===== config.mk =====
export PLATFORM = sky130hd
export DESIGN_NAME = result_display_ctrl
export DESIGN_NICKNAME = d
export VERILOG_FILES = /design/src/rtl/result_display_ctrl.sv
export SDC_FILE = /design/constraint.sdc
export NUM_CORES = 1
export LEC_CHECK = 0
export CAP_MARGIN = 0
export CORE_MARGIN = 2
export CORE_UTILIZATION = 57
export CTS_CLUSTER_SIZE = 24
export DETAILED_ROUTE_END_ITERATION = 7
export PLACE_DENSITY = 0.88
export SYNTH_ARGS = -nofsm -noshare
export SYNTH_HDL_FRONTEND = slang
export SYNTH_SLANG_ARGS = --single-unit
export TNS_END_PERCENT = 1

===== constraint.sdc =====
create_clock -name clk -period 2.4 [get_ports clk]
set_clock_uncertainty 0.15 [all_clocks]
set_input_delay 0.48 -clock clk [delete_from_list [all_inputs] [get_ports clk]]
set_output_delay 0.48 -clock clk [all_outputs]
set_load 0.01 [all_outputs]

===== src/rtl/result_display_ctrl.sv =====
// Result banner sequencer: latches a round outcome, blinks it, holds it, then clears it.
// The display state only changes on frame_start so the overlay never tears mid-frame.
module result_display_ctrl #(
  parameter int BLINK_FRAMES  = 15,
  parameter int BLINK_TOGGLES = 6,
  parameter int HOLD_FRAMES   = 180
) (
  input  logic       clk,
  input  logic       rst,
  input  logic       frame_start,
  input  logic       result_valid,
  input  logic [1:0] result_code,
  input  logic       ack,
  output logic [2:0] state,
  output logic       busy,
  output logic       done
);

  localparam int FMAX = (BLINK_FRAMES > HOLD_FRAMES) ? BLINK_FRAMES : HOLD_FRAMES;
  localparam int FCW  = $clog2(FMAX + 1);
  localparam int TCW  = $clog2(BLINK_TOGGLES + 1);

  localparam logic [FCW-1:0] BLINK_LIM = FCW'(BLINK_FRAMES);
  localparam logic [FCW-1:0] HOLD_LIM  = FCW'(HOLD_FRAMES);
  localparam logic [TCW-1:0] TOG_LIM   = TCW'(BLINK_TOGGLES);
  localparam logic [FCW-1:0] F_ONE     = FCW'(1);
  localparam logic [TCW-1:0] T_ONE     = TCW'(1);

  typedef enum logic [1:0] {IDLE, BLINK, HOLD, CLEAR} fsm_t;

  fsm_t           fsm_q;
  logic           vis_q;
  logic [1:0]     code_q;
  logic [FCW-1:0] frame_cnt_q;
  logic [TCW-1:0] toggle_cnt_q;
  logic [2:0]     state_q;
  logic           busy_q;
  logic           done_q;

  logic [FCW-1:0] frame_cnt_d;
  logic [TCW-1:0] toggle_cnt_d;
  logic [2:0]     code_map_d;

  assign frame_cnt_d  = frame_cnt_q + F_ONE;
  assign toggle_cnt_d = toggle_cnt_q + T_ONE;
  assign code_map_d   = {1'b0, code_q} + 3'd2;

  always_ff @(posedge clk) begin
    if (rst) begin
      fsm_q        <= IDLE;
      vis_q        <= 1'b0;
      code_q       <= 2'd0;
      frame_cnt_q  <= '0;
      toggle_cnt_q <= '0;
      state_q      <= 3'd0;
      busy_q       <= 1'b0;
      done_q       <= 1'b0;
    end else begin
      done_q <= 1'b0;
      // Display register samples the visibility from before this cycle's update.
      if (frame_start) begin
        state_q <= vis_q ? code_map_d : 3'd0;
      end

      case (fsm_q)
        IDLE: begin
          vis_q <= 1'b0;
          if (result_valid && (result_code != 2'd0)) begin
            code_q       <= result_code;
            vis_q        <= 1'b1;
            frame_cnt_q  <= '0;
            toggle_cnt_q <= '0;
            busy_q       <= 1'b1;
            fsm_q        <= BLINK;
          end
        end
        BLINK: begin
          if (ack) begin
            vis_q <= 1'b0;
            fsm_q <= CLEAR;
          end else if (frame_start) begin
            if (frame_cnt_d == BLINK_LIM) begin
              frame_cnt_q  <= '0;
              toggle_cnt_q <= toggle_cnt_d;
              if (toggle_cnt_d == TOG_LIM) begin
                vis_q <= 1'b1;
                fsm_q <= HOLD;
              end else begin
                vis_q <= ~vis_q;
              end
            end else begin
              frame_cnt_q <= frame_cnt_d;
            end
          end
        end
        HOLD: begin
          vis_q <= 1'b1;
          if (ack) begin
            vis_q <= 1'b0;
            fsm_q <= CLEAR;
          end else if (frame_start) begin
            if (frame_cnt_d == HOLD_LIM) begin
              vis_q <= 1'b0;
              fsm_q <= CLEAR;
            end else begin
              frame_cnt_q <= frame_cnt_d;
            end
          end
        end
        CLEAR: begin
          vis_q <= 1'b0;
          if (frame_start) begin
            code_q       <= 2'd0;
            frame_cnt_q  <= '0;
            toggle_cnt_q <= '0;
            busy_q       <= 1'b0;
            done_q       <= 1'b1;
            fsm_q        <= IDLE;
          end
        end
        default: fsm_q <= IDLE;
      endcase
    end
  end

  assign state = state_q;
  assign busy  = busy_q;
  assign done  = done_q;

endmodule


==> metrics <==
status=finished, final reports clean; Worst Tran Pin Value=377 ps; routability cong.=0.897; placed cells=221; root buf cell=clkbuf_4; switching share of power=40.0%; P_int=746 uW; GRT Total Usage=25.4%; largest net degree at the start of global routing=23; drt pass-1 iters=4; Fin. Hold Viols=0; Syn Nets=between 150 and 200; initial DRC count=41; number of remaining DRC errors=0; CP startpoint kind=flip-flop; Synth area leaders=dfxtp_1, ha_1, a21oi_1; net switching power=~500 uW; crit share post-route=a little over nine tenths; Seq/Total Area, Yosys=between 20 and 30%; IO Port Bufs=11; Non-Filler Instances=approximately 230; Synth top area share=29.6%; H-Tree Depth=1; Worst-path clk slew=130 ps; Netlist cell types=53; Setup TNS=0 ps; RSZ-0062 raised after global routing=no; first-pass GRT wire length=5420 um; Die ar.=2910 um^2; I/O pin cnt=12; via count=1415; Most used DFF post-synth=dfxtp_1; Layout area overhead=20.1%; Post-Syn Instances=roughly 170; pins over their slew limit=0; worst hold path type=reg2reg; n_diodes=0; Pwr Density=728 nW/um^2; Final Util=70.9%; Final min period=2290 ps; Rows=18; power consumption=1.24 mW; Logic pwr share=about half; die width=54.0 um; Core Box Area=2410 um^2; Vias/cell=6.29; total CTS buffers=3; Crit Path Max Fanout=7; initial antenna violation count=0; most common cell after layout, fill and taps aside=dfxtp_1; # clock sinks=21; HPWL after detailed placement=2630 um; yosys warns=0; final-stage net count=about 210; final wirelength=3540 um; # setup viols final=0; clock network fraction of design power=between 10 and 15%; # Max-Cap Violations=0; CP Capture Type=flip-flop; Max-slew headroom=74.7%; per-cell routed wire length=15.7 um; die height=54.0 um; CTS tree=yes; leading area contributor after synthesis=dfxtp_1; Starting Density=59.0%; vias in the first global route=1336; fmax=437 MHz; layout cells sized above 1=between 20% and 30%; Final ANT Viol Nets=0; Post-synth EDFFs=0; Async S/R FF share, synth=0%; clk_lat worst skew=310 ps; critical path type=reg2reg; Leakage=~0.63 nW; commonest cells after routing, fill and taps aside=dfxtp_1, buf_4, a21oi_1, clkdlybuf4s50_1; synthesized area per cell=about 8.5 um^2; GRT overflow=0; share of power burned in registers=34.0%; Synth Register Bits=21; WP data required=2510 ps; synthesized cell area=about 1400 um^2; worst-case clock buffer depth=2; worst vdd ir=roughly 0.79 mV; CP arrival=between 2000 and 2500 ps
==> timing repair <==
action | CTS | global route
resized for setup | 0 | 4
hold buffers | 0 | 0
endpoints found under the setup margin | 0 | 5
setup buffers | 0 | 0
==> sequential cells by signal (all words and copies together) (netlist names) <==
register      flops
frame_cnt_q       8
state             3
toggle_cnt_q      3
code_q            2
fsm_q             2
busy              1
done              1
vis_q             1
==> worst paths after layout <==
| kind | start | to | slack [ps] | cells after the start |
|---|---|---|---|---|
| setup / recovery | fsm_q[0] | frame_cnt_q[4] | 110 | 7 |
| hold / removal | code_q[0] | code_q[0] | 330 | 2 |
| setup reg to reg | fsm_q[0] | frame_cnt_q[4] | 110 | 7 |
| hold reg to reg | code_q[0] | code_q[0] | 330 | 2 |
==> through the flow <==
stage          instance area (um^2)  hold slack (ps)  setup slack, ps
2_1_floorplan                  1420              282              187
3_3_place_gp                   1670              289            -31.3
3_5_place_dp                   1670              304             -114
4_1_cts                        1700              323             72.4
5_1_grt                        1710              353             3.21
6_report                       1710              326              113
==> worst max-delay path, cell delays in order (launching register included) <==
cell,delay (ps)
dfxtp_1,470
inv_1,140
ha_1,310
a21oi_2,190
nand2_1,120
o21a_4,210
or4_4,510
a21oi_2,140
==> power groups by stage <==
stage               logic (mW)  registers, mW  clock network, mW
floorplan                0.357          0.428                  0
global placement         0.586          0.426                  0
detailed placement       0.613          0.429                  0
CTS                      0.619          0.421              0.184
global route             0.697          0.425              0.193
finish                   0.644          0.423              0.177
==> cell type report <==
class | count | area [um^2]
multi-input combinational | 132 | 938
fill | 186 | 701
sequential | 21 | 420
timing repair buffer | 31 | 260
tap | 30 | 37.5
clock buffer | 4 | 26.3
inverter | 7 | 26.3
==> routing by layer <==
metal  vias up  part of all wire, %  GRT usage [%]
met2        51                   51           44.7
met5         -                    0              0
met1       677                   42           29.5
met4         0                  1.6           13.2
met3         7                  5.5           3.61
li1        680                    -              -
==> cell usage after synthesis (2+ instances only) <==
cell / n
o2bb2ai_1: 3
nand3b_1: 2
xnor2_1: 2
and3_2: 2
a21o_1: 2
and3_1: 4
nor2_1: 9
buf_6: 2
a311oi_1: 2
o22ai_1: 4
nor3_1: 2
ha_1: 11
a211o_1: 2
nand4b_1: 3
or3_1: 3
o211ai_1: 5
clkbuf_1: 2
nand2_1: 10
nand3_1: 5
a21oi_2: 2
o21ai_1: 2
dfxtp_1: 21
o21ai_0: 9
o31ai_1: 2
a31oi_1: 2
a21oi_1: 18
nand2b_1: 5
inv_1: 6
==> cells by family (layout without fill, tap and decap cells) <==
kind of cell               after synthesis  count (layout)  synth area share, %
AOI/OAI and AO/OA                       59              59                 28.2
and+or+nand+nor                         58              58                 24.9
DFF                                     21              21                 29.6
buffers and inverters                   14              42                 5.10
adders and majority gates               11              11                 9.67
xor gates and xnor gates                 3               3                 1.85
muxes                                    1               1                0.704
Power figures use the tool's default switching activity.
